<file path="config.mk">
export PLATFORM = sky130hd
export DESIGN_NAME = fifo_reader
export DESIGN_NICKNAME = d
export VERILOG_FILES = /design/src/rtl/fifo_reader.sv
export SDC_FILE = /design/constraint.sdc
export NUM_CORES = 1
export LEC_CHECK = 0
export CORE_UTILIZATION = 35
export CTS_CLUSTER_DIAMETER = 120
export DETAILED_ROUTE_END_ITERATION = 8
export PLACE_DENSITY = 0.67
export SYNTH_ARGS = -nofsm -noshare
export SYNTH_HDL_FRONTEND = slang
export SYNTH_SLANG_ARGS = --single-unit
export TNS_END_PERCENT = 100
</file>
<file path="constraint.sdc">
create_clock -name clk -period 5.27 [get_ports clk]
set_input_delay 0.7905 -clock clk [delete_from_list [all_inputs] [get_ports clk]]
set_output_delay 0.7905 -clock clk [all_outputs]
set_load 0.05 [all_outputs]
</file>
<file path="src/rtl/fifo_reader.sv">
// fifo_reader: drains a push/pop FIFO one word at a time and sends each word
// as a serial frame (start bit low, DATA_W data bits LSB first, stop bit high).
module fifo_reader #(
   parameter int DATA_W       = 16,
   parameter int CLKS_PER_BIT = 4
) (
   input  logic              clk,
   input  logic              rst,
   input  logic              enable,
   input  logic              fifo_emp,
   input  logic [DATA_W-1:0] fifo_data,
   output logic              pop,
   output logic              tx,
   output logic              busy,
   output logic              word_done,
   output logic [7:0]        words_sent
);

   typedef enum logic [2:0] {IDLE, FETCH, START, DATA, STOP} state_t;

   localparam logic [7:0] TMR_LAST = 8'(CLKS_PER_BIT - 1);
   localparam logic [4:0] IDX_LAST = 5'(DATA_W - 1);

   state_t            state_q, state_d;
   logic [DATA_W-1:0] sh_q, sh_d;
   logic [7:0]        tmr_q, tmr_d;
   logic [4:0]        idx_q, idx_d;
   logic [7:0]        cnt_q, cnt_d;
   logic              tx_q, tx_d;
   logic              bit_end;

   assign bit_end = (tmr_q == TMR_LAST);

   // Next-state, datapath and strobe decode; a new word is only started
   // from IDLE or at the end of a stop bit.
   always_comb begin
      state_d   = state_q;
      sh_d      = sh_q;
      tmr_d     = tmr_q;
      idx_d     = idx_q;
      cnt_d     = cnt_q;
      pop       = 1'b0;
      word_done = 1'b0;
      case (state_q)
         IDLE: begin
            if (enable && !fifo_emp) state_d = FETCH;
         end
         FETCH: begin
            pop     = 1'b1;
            sh_d    = fifo_data;
            tmr_d   = 8'd0;
            idx_d   = 5'd0;
            state_d = START;
         end
         START: begin
            if (bit_end) begin
               tmr_d   = 8'd0;
               state_d = DATA;
            end else begin
               tmr_d = tmr_q + 8'd1;
            end
         end
         DATA: begin
            if (bit_end) begin
               tmr_d = 8'd0;
               sh_d  = sh_q >> 1;
               idx_d = idx_q + 5'd1;
               if (idx_q == IDX_LAST) state_d = STOP;
            end else begin
               tmr_d = tmr_q + 8'd1;
            end
         end
         STOP: begin
            if (bit_end) begin
               word_done = 1'b1;
               cnt_d     = cnt_q + 8'd1;
               tmr_d     = 8'd0;
               state_d   = (enable && !fifo_emp) ? FETCH : IDLE;
            end else begin
               tmr_d = tmr_q + 8'd1;
            end
         end
         default: state_d = IDLE;
      endcase

      // tx is registered, so it is computed for the state being entered.
      case (state_d)
         START:   tx_d = 1'b0;
         DATA:    tx_d = sh_d[0];
         default: tx_d = 1'b1;
      endcase
   end

   // State and datapath registers; reset forces the line idle-high at once.
   always_ff @(posedge clk or negedge rst) begin
      if (!rst) begin
         state_q <= IDLE;
         sh_q    <= '0;
         tmr_q   <= 8'd0;
         idx_q   <= 5'd0;
         cnt_q   <= 8'd0;
         tx_q    <= 1'b1;
      end else begin
         state_q <= state_d;
         sh_q    <= sh_d;
         tmr_q   <= tmr_d;
         idx_q   <= idx_d;
         cnt_q   <= cnt_d;
         tx_q    <= tx_d;
      end
   end

   assign tx         = tx_q;
   assign busy       = (state_q != IDLE);
   assign words_sent = cnt_q;

endmodule

</file>
==> summary.txt, run 1 <==
WHS Path Cells - 1
Hold WS - 471.7 ps
P per Cell Area - 402.4 nW/um2
Initial Util - 0.3663
Synth cell types - 47
Clk Latency, worst-skew pair - 290 ps
H-tree Lvls - 2
post-route ant nets - 0
number of synthesized flops with an enable pin - 0
fmax - 291.3 MHz
proportion of layout cells with a drive suffix above 1 - 0.1174
P&R area growth vs syn - 21.63%
CP delay by family, top - simple AND/OR/NAND/NOR gates
post-route cell area - 2484 um2
Boundary Pins - 32
number of clock sinks - 41
CP max-delay cell - clkdlybuf4s50_1
DR DRC count - 0
DR iter-0 viols - 72
final setup fails - 0
RSZ-0062 raised after global routing - false
vias - 1481
clock buffer count from CTS - 5
Avg WL per Cell - 13.46 um
Crit path depth - 4
R2R setup slack - 3000 ps
Mapped Area - 2042 um2
Hold WC Path Type - register to register
commonest cells after routing, fill and taps aside - dfrtp_1 (40), clkdlybuf4s50_1 (30), a22o_1 (20), a21o_1 (15), nand2_1 (12)
antenna violations before repair - 0
number of global-route vias before repair - 1440
Leak - 0.001147 uW
Fin. Hold Viols - 0
minimum clock period - 3433 ps
placed cell areas - 2397 um2
TNS Setup - 0 ps
Die W - 78.38 um
maximum VDD drop - 0.0001561 V
CP max stage delay - 850 ps
GRT Util Overall - 0.1402
Clock Path Buffers - 2
Filler cells - 542
Synth Flop Type - dfrtp_1
post-CTS setup buffers - 0
Final Wtd Congestion - 0.7747
Worst EP arrival - 2640 ps
Worst Setup SP - tmr_q[0]$_DFFE_PN0P_
Post-DP HPWL - 2607 um
syn_area_per_cell - 11.28 um2
I/O Buffers - 31
gr ovfl total - 0
Core Region - 5574 um2
diode count - 0
final WL - 3837 um
cells after synthesis - 181
crit path capture - word_done
r2r worst-path depth - 5
Clock Skews - 3.931 ps
Max-Cap Viols - 0
CTS tree - done
reg-to-reg startpoint - tmr_q[0]$_DFFE_PN0P_
Yosys warning total - 0
first-pass GRT wire length - 6727 um
CP max FO - 5
Post-Synthesis Net Count - 205
row count - 27
commonest non-fill, non-tap cell in the layout - dfrtp_1
drt pass-1 iters - 4
root buffer cell - clkbuf_8
relative slew slack - 0.4046
reg2reg end - tmr_q[3]$_DFFE_PN0P_
max-slew violations - 0
final cycle utilization of the critical path - 0.6514
Seq cells post-synth - 41
pin count of the biggest net entering global routing - 42
Setup CP Type - register to primary output
Worst setup EP type - primary output
Final #Nets - 236
Hold Buf Count CTS - 0
Die H - 78.38 um
Via density - 5.196
CP cell instances - ha_1 -> or3b_2 -> nor3_4 -> clkdlybuf4s50_1
clock transition at the registers of the reported paths - 80 ps
Bufs and invs on worst path - 1
Required @ worst endpoint - 4480 ps
Die ar. - 6143 um2
critical path startpoint category - register
Tightest Pin Transition - 893.0 ps
Post-synth ARST share - 1.000
Seq/Total Area, Yosys - 0.5031
outcome - finished, final reports clean
post-cts resize count - 0
==> cell type report <==
cell class,count,area (um2),area share
flip-flops and latches,41,1027,0.4136
repair buffers,32,312.8,0.1259
multi-input cells,130,959.7,0.3864
clock buffers,5,68.82,0.02771
inverters,2,7.507,0.003023
well taps,72,90.09,0.03627
clock inverters,3,17.52,0.007053
==> synth_stat cells (2+ instances only) <==
| library cell | number | area (um2) |
|---|---|---|
| o21ai_0 | 8 | 40.04 |
| mux2i_1 | 2 | 20.02 |
| ha_1 | 4 | 50.05 |
| a21o_1 | 15 | 112.6 |
| or3b_2 | 2 | 17.52 |
| nor2_1 | 5 | 18.77 |
| nor2b_1 | 3 | 18.77 |
| or3_1 | 3 | 18.77 |
| nand3_1 | 6 | 30.03 |
| and3_1 | 4 | 25.02 |
| o2bb2ai_1 | 2 | 17.52 |
| inv_1 | 2 | 7.510 |
| nand2_1 | 12 | 45.04 |
| xnor2_1 | 7 | 61.31 |
| buf_2 | 4 | 20.02 |
| mux2_2 | 3 | 33.78 |
| dfrtp_1 | 40 | 1001 |
| a21oi_1 | 6 | 30.03 |
| a22o_1 | 20 | 175.2 |
| nand4_1 | 6 | 37.54 |
==> report_power, final <==
part           switching, uW  total [uW]  internal (uW)  leakage (uW)
logic                    166         324            158      0.000568
registers               68.8         474            406      0.000535
clock network            110         201           91.4     0.0000439
==> worst min-delay path by stage <==
stage | endpoint | start | slack, ps
floorplan | sh_q[1]$_DFFE_PN0P_ | sh_q[1]$_DFFE_PN0P_ | 450
global placement | sh_q[4]$_DFFE_PN0P_ | sh_q[4]$_DFFE_PN0P_ | 460
detailed placement | sh_q[2]$_DFFE_PN0P_ | sh_q[2]$_DFFE_PN0P_ | 470
CTS | words_sent[7]$_DFFE_PN0P_ | words_sent[7]$_DFFE_PN0P_ | 480
global route | sh_q[13]$_DFFE_PN0P_ | sh_q[13]$_DFFE_PN0P_ | 500
finish | words_sent[7]$_DFFE_PN0P_ | words_sent[7]$_DFFE_PN0P_ | 470
==> stage by stage <==
| step | utilization | total power (uW) | std cells | setup slack, ps |
|---|---|---|---|---|
| after floorplan | - | 727.5 | 181 | 2803 |
| after global placement | 0.4301 | 797.5 | 277 | 2188 |
| after detailed placement | 0.4301 | 804.2 | 277 | 2142 |
| after CTS | 0.4456 | 1011 | 285 | 1817 |
| after global routing | 0.4456 | 1074 | 285 | 1731 |
| final | 0.4456 | 999.3 | 285 | 1837 |
==> flip-flops by register name, summed over array words and instances (netlist names) <==
signal / flops
idx_q: 5
sh_q: 16
words_sent: 8
tx: 1
state_q: 3
tmr_q: 8
==> layer usage <==
layer / GRT usage / share of wire / vias to the layer above
li1: - / - / 741
met2: 0.2228 / 0.44 / 22
met1: 0.1849 / 0.51 / 714
met5: 0 / 0 / -
met4: 0.06111 / 0.017 / 0
met3: 0.02791 / 0.028 / 4
==> worst reg2reg max path: stages (launching register included) <==
cell and delay (ps):
dfrtp_1 400, ha_1 230, nor3b_1 600, a22oi_1 440
a21o_1 260, a22o_1 220
==> cell families (layout without fill, tap and decap cells) <==
kind of cell    Yosys count  in the layout  synth area share
fa+ha+maj                 4              4           0.02451
xor+xnor                  8              8           0.03432
buf+inv                  10             42           0.02696
mux                       5              5           0.02635
simple gates             53             53            0.1636
flops                    41             41            0.5031
compound gates           60             60            0.2212
(Power assumes the default switching activity.)
==> run 2, diff against run 1 <==
Clock period 5.27 ns to 3.53 ns, I/O delays scaled along.
==> summary.txt, run 2 (synthesized netlist as in run 1, its figures left out) <==
number of global-route vias before repair - 1483 (was 1440)
post-CTS setup buffers - 0 (unchanged)
number of clock sinks - 41 (unchanged)
CP max FO - 5 (unchanged)
worst slack, placed - 679.8 ps (was 2142 ps)
Hold WC Path Type - input port to asynchronous set/reset pin (was register to register)
setup ws final - 369.8 ps (was 1837 ps)
final cycle utilization of the critical path - 0.8952
met3 GRT Util - 0.03837 (was 0.02791)
diode count - 0 (unchanged)
Worst setup EP type - primary output (unchanged)
maximum VDD drop - 0.0002766 V (was 0.0001561 V)
max reg flops - 16 (unchanged)
row count - 27 (unchanged)
commonest cells after routing, fill and taps aside - dfrtp_1 (40), clkdlybuf4s50_1 (30), a22o_1 (20), a21o_1 (15), nand2_1 (12) (unchanged)
Avg WL per Cell - 13.90 um (was 13.46 um)
CP max stage delay - 850 ps (about the same)
Clock Path Buffers - 2 (unchanged)
largest reg by FF count - sh_q (unchanged)
vias - 1521 (was 1481)
I/O Buffers - 31 (unchanged)
GRT Util Overall - 0.1453 (was 0.1402)
Leak - 0.001160 uW (was 0.001147 uW)
proportion of layout cells with a drive suffix above 1 - 0.1174 (unchanged)
Fin. Hold Viols - 0 (unchanged)
Hold Buf Count CTS - 0 (unchanged)
Die W - 78.38 um (unchanged)
Worst EP arrival - 2630 ps (was 2640 ps)
P per Cell Area - 629.2 nW/um2 (was 402.4 nW/um2)
root buffer cell - clkbuf_8 (unchanged)
Core Region - 5574 um2 (unchanged)
Tightest Pin Transition - 908.8 ps (was 893.0 ps)
Filler cells - 529 (was 542)
TNS Setup - 0 ps (unchanged)
first-pass GRT wire length - 6824 um (was 6727 um)
final WL - 3962 um (was 3837 um)
max-slew violations - 0 (unchanged)
critical path startpoint category - register (unchanged)
met1 Usage GRT - 0.1911 (was 0.1849)
Required @ worst endpoint - 3000 ps (was 4480 ps)
pin count of the biggest net entering global routing - 42 (unchanged)
post-cts resize count - 0 (unchanged)
outcome - finished, final reports clean (unchanged)
post-route ant nets - 0 (unchanged)
H-tree Lvls - 2 (unchanged)
Final Wtd Congestion - 0.7755 (was 0.7747)
Final #Nets - 236 (unchanged)
final setup fails - 0 (unchanged)
P&R area growth vs syn - 23.28% (was 21.63%)
commonest non-fill, non-tap cell in the layout - dfrtp_1 (unchanged)
CP delay by family, top - simple AND/OR/NAND/NOR gates (unchanged)
Max-Cap Viols - 0 (unchanged)
CP cell instances - ha_1 -> or3b_2 -> nor3_4 -> clkdlybuf4s50_1 (unchanged)
Clock Skews - 9.460 ps (was 3.931 ps)
Post-DP HPWL - 2699 um (was 2607 um)
drt pass-1 iters - 4 (unchanged)
fmax - 316.4 MHz
minimum clock period - 3160 ps
Clk Latency, worst-skew pair - 300 ps (was 290 ps)
CP max-delay cell - clkdlybuf4s50_1 (unchanged)
clock transition at the registers of the reported paths - 80 ps (about the same)
DR DRC count - 0 (unchanged)
Die H - 78.38 um (unchanged)
antenna violations before repair - 0 (unchanged)
M2 GR Usage - 0.2140 (was 0.2228)
Via density - 5.337 (was 5.196)
CTS tree - done (unchanged)
RSZ-0062 raised after global routing - false (unchanged)
Die ar. - 6143 um2 (unchanged)
Boundary Pins - 32 (unchanged)
relative slew slack - 0.3941 (was 0.4046)
DR iter-0 viols - 104 (was 72)
layer with the highest usage - met2 (unchanged)
Bufs and invs on worst path - 1 (unchanged)
Initial Util - 0.3663 (unchanged)
Setup CP Type - register to primary output (unchanged)
gr ovfl total - 0 (unchanged)
clock buffer count from CTS - 5 (unchanged)
run 2: layout make-up:
cell class | instances | area, um2 | share of cell area
inverter | 2 | 7.507 | 0.002982
multi-input combinational | 130 | 959.7 | 0.3812
clock inverter | 2 | 37.54 | 0.01491
tap | 72 | 90.09 | 0.03579
clock buffer | 6 | 82.58 | 0.03280
timing repair buffer | 32 | 312.8 | 0.1243
sequential | 41 | 1027 | 0.4081
run 2: metrics by stage:
stage | area [um2] | power (uW) | std cells | hold WS, ps | util
after floorplan | 2042 | 1086 | 181 | 233.9 | -
after global placement | 2397 | 1191 | 277 | 459.9 | 0.4301
after detailed placement | 2397 | 1201 | 277 | 466.4 | 0.4301
after CTS | 2517 | 1606 | 285 | 392.1 | 0.4516
after global routing | 2517 | 1696 | 285 | 427.7 | 0.4516
final | 2517 | 1584 | 285 | 357.9 | 0.4516
run 2: layer usage:
| metal | up-vias | wire length, um | share of wire |
|---|---|---|---|
| li1 | 749 | - | - |
| met2 | 29 | 1790 | 0.45 |
| met1 | 735 | 1917 | 0.48 |
| met3 | 8 | 144 | 0.036 |
| met4 | 0 | 110 | 0.028 |
| met5 | - | 0 | 0 |
run 2: path summary, 6_finish.rpt:
check                                           from                         to  slack [ps]  depth (start not counted)
max reg2reg                     tmr_q[0]$_DFFE_PN0P_        sh_q[5]$_DFFE_PN0P_        1280                          5
min reg2reg                words_sent[7]$_DFFE_PN0P_  words_sent[7]$_DFFE_PN0P_         480                          1
max                             tmr_q[0]$_DFFE_PN0P_                  word_done         370                          4
min                                              rst       tmr_q[5]$_DFFE_PN0P_         360                          1
min in group clk           words_sent[7]$_DFFE_PN0P_  words_sent[7]$_DFFE_PN0P_         480                          1
max in group asynchronous                        rst       sh_q[14]$_DFFE_PN0P_        2600                          1
run 2: power breakdown:
group / internal, uW / switching, uW
Sequential: 606 / 102
Clock: 230 / 166
Combinational: 236 / 245
==> run 3, diff against run 2 <==
Settings changed: ABC_AREA from default to 1, CORE_MARGIN from default to 4.
==> summary.txt, run 3 <==
Synth Flop Type - dfrtp_1 (unchanged)
leading area contributor after synthesis - dfrtp_1 (unchanged)
Max-Cap Viols - 0 (unchanged)
final cycle utilization of the critical path - 0.8301 (was 0.8952)
cells after synthesis - 236 (was 181)
root buffer cell - clkbuf_8 (unchanged)
first-pass GRT wire length - 6527 um (was 6824 um)
Worst EP arrival - 2400 ps (was 2630 ps)
Post-Synthesis Net Count - 260 (was 205)
H-tree Lvls - 2 (unchanged)
CP max FO - 13 (was 5)
Worst setup EP type - primary output (unchanged)
post-route cell area - 2470 um2 (was 2517 um2)
row count - 27 (unchanged)
post-route ant nets - 0 (unchanged)
number of clock sinks - 41 (unchanged)
CP max-delay cell - clkdlybuf4s50_1 (unchanged)
Via density - 4.619 (was 5.337)
CP cell instances - ha_1 -> nand2_1 -> nor2_1 -> nand2_2 -> nor2_4 -> clkdlybuf4s50_1 (was ha_1 -> or3b_2 -> nor3_4 -> clkdlybuf4s50_1)
Die ar. - 6994 um2 (was 6143 um2)
RSZ-0062 raised after global routing - false (unchanged)
commonest cells after routing, fill and taps aside - nand2_1 (76), dfrtp_1 (40), clkdlybuf4s50_1 (30), nand3_1 (24), inv_1 (23) (was dfrtp_1 (40), clkdlybuf4s50_1 (30), a22o_1 (20), a21o_1 (15), nand2_1 (12))
Clock Path Buffers - 2 (unchanged)
gr ovfl total - 0 (unchanged)
final WL - 3685 um (was 3962 um)
clock buffer count from CTS - 5 (unchanged)
antenna violations before repair - 0 (unchanged)
Filler cells - 563 (was 529)
most common cell in the synthesized netlist - nand2_1 (was dfrtp_1)
Post-synth ARST share - 1.000 (unchanged)
critical path startpoint category - register (unchanged)
relative slew slack - 0.4144 (was 0.3941)
Synth cell types - 28 (was 47)
setup ws final - 599.9 ps (was 369.8 ps)
share of the synthesized area in the top cell type - 0.5000 (was 0.4902)
Setup CP Type - register to primary output (unchanged)
R2R setup slack - 1570 ps (was 1280 ps)
Die H - 83.63 um (was 78.38 um)
TNS Setup - 0 ps (unchanged)
number of global-route vias before repair - 1535 (was 1483)
Tightest Pin Transition - 878.4 ps (was 908.8 ps)
post-CTS setup buffers - 0 (unchanged)
Final Wtd Congestion - 0.7734 (was 0.7755)
Final #Nets - 295 (was 236)
number of synthesized flops with an enable pin - 0 (unchanged)
CTS tree - done (unchanged)
Seq cells post-synth - 41 (unchanged)
max-slew violations - 0 (unchanged)
post-cts resize count - 0 (unchanged)
pin count of the biggest net entering global routing - 42 (unchanged)
Mapped Area - 2002 um2 (was 2042 um2)
diode count - 0 (unchanged)
outcome - finished, final reports clean (unchanged)
minimum clock period - 2930 ps (was 3160 ps)
worst slack, placed - 905.8 ps (was 679.8 ps)
P per Cell Area - 335.7 nW/um2 (was 629.2 nW/um2)
Die W - 83.63 um (was 78.38 um)
maximum VDD drop - 0.0001693 V (was 0.0002766 V)
CP max stage delay - 850 ps (about the same)
Clock Skews - 9.424 ps (was 9.460 ps)
Worst Setup SP - tmr_q[0]$_DFFE_PN0P_ (unchanged)
DR DRC count - 0 (unchanged)
Initial Util - 0.3613 (was 0.3663)
reg-to-reg startpoint - tmr_q[0]$_DFFE_PN0P_ (unchanged)
Hold WC Path Type - input port to asynchronous set/reset pin (unchanged)
max reg flops - 16 (unchanged)
I/O Buffers - 31 (unchanged)
synth cell count leaders - nand2_1 (76), dfrtp_1 (40), nand3_1 (24) (was dfrtp_1 (40), a22o_1 (20), a21o_1 (15))
Boundary Pins - 32 (unchanged)
clock transition at the registers of the reported paths - 70 ps (was 80 ps)
drt pass-1 iters - 4 (unchanged)
Leak - 0.001152 uW (was 0.001160 uW)
placed cell areas - 2374 um2 (was 2397 um2)
Clk Latency, worst-skew pair - 290 ps (was 300 ps)
commonest non-fill, non-tap cell in the layout - nand2_1 (was dfrtp_1)
Hold Buf Count CTS - 0 (unchanged)
Avg WL per Cell - 10.71 um (was 13.90 um)
Yosys warning total - 0 (unchanged)
syn_area_per_cell - 8.483 um2 (was 11.28 um2)
Post-DP HPWL - 2688 um (was 2699 um)
vias - 1589 (was 1521)
P&R area growth vs syn - 23.38% (was 23.28%)
proportion of layout cells with a drive suffix above 1 - 0.08088 (was 0.1174)
final setup fails - 0 (unchanged)
Core Region - 5540 um2 (was 5574 um2)
Seq/Total Area, Yosys - 0.5131 (was 0.5031)
Required @ worst endpoint - 3000 ps (about the same)
most area-consuming cells after synthesis - dfrtp_1 (50%), nand2_1 (14%), nand3_1 (6.0%), inv_1 (4.3%), xor2_1 (3.5%) (was dfrtp_1 (49%), a22o_1 (8.6%), a21o_1 (5.5%), xnor2_1 (3.0%), ha_1 (2.5%))
largest reg by FF count - sh_q (unchanged)
DR iter-0 viols - 57 (was 104)
fmax - 341.3 MHz (was 316.4 MHz)
Fin. Hold Viols - 0 (unchanged)
GRT Util Overall - 0.1114 (was 0.1453)
==> run 3: cell families after synthesis <==
family,count (synthesis),synth area share
AOI/OAI and AO/OA,25,0.07438
buffers and inverters,28,0.06062
DFF,41,0.5131
adders and majority gates,4,0.02500
xor gates and xnor gates,11,0.04813
and+or+nand+nor,127,0.2788
==> run 3: final cells by class <==
| cell class | instances | area (um2) | share of cell area |
|---|---|---|---|
| clock buffer | 6 | 82.58 | 0.03343 |
| multi-input combinational | 167 | 853.3 | 0.3455 |
| clock inverter | 2 | 13.76 | 0.005572 |
| inverter | 24 | 90.09 | 0.03647 |
| sequential | 41 | 1027 | 0.4159 |
| timing repair buffer | 32 | 312.8 | 0.1266 |
| tap | 72 | 90.09 | 0.03647 |
==> run 3: per-layer routing <==
| metal | share of wire | global-route usage | wire, um |
|---|---|---|---|
| met5 | 0 | 0 | 0 |
| met4 | 0.010 | 0.03070 | 38 |
| met2 | 0.45 | 0.1822 | 1670 |
| met1 | 0.48 | 0.1408 | 1782 |
| met3 | 0.053 | 0.03653 | 194 |
==> run 3: path summary, 6_finish.rpt <==
path / end / depth (start not counted)
max in group asynchronous: tmr_q[5]$_DFFE_PN0P_ / 1
min reg2reg: sh_q[2]$_DFFE_PN0P_ / 2
min in group clk: sh_q[2]$_DFFE_PN0P_ / 2
min: tmr_q[6]$_DFFE_PN0P_ / 1
max: word_done / 6
max reg2reg: idx_q[2]$_DFFE_PN0P_ / 9
==> run 3: power by group <==
part           total, uW  internal, uW  switching [uW]
clock network        317           158             159
logic               36.9          20.5            16.4
registers            475           473            1.61
total                829           652             177
==> run 3: metrics by stage <==
| step | util | cells | hold slack (ps) | power [uW] |
|---|---|---|---|---|
| 2_1_floorplan | - | 236 | 233.9 | 490.0 |
| 3_3_place_gp | 0.4284 | 336 | 465.1 | 521.9 |
| 3_5_place_dp | 0.4284 | 336 | 469.2 | 522.2 |
| 4_1_cts | 0.4458 | 344 | 387.7 | 844.3 |
| 5_1_grt | 0.4458 | 344 | 437.1 | 868.7 |
| 6_report | 0.4458 | 344 | 348.6 | 829.1 |
==> run 3: critical path, delay by kind of cell (launching register included) <==
| kind | cells | cell delay [ps] |
|---|---|---|
| buffers and inverters | 1 | 850 |
| and+or+nand+nor | 4 | 650 |
| DFF | 1 | 400 |
| adders and majority gates | 1 | 220 |
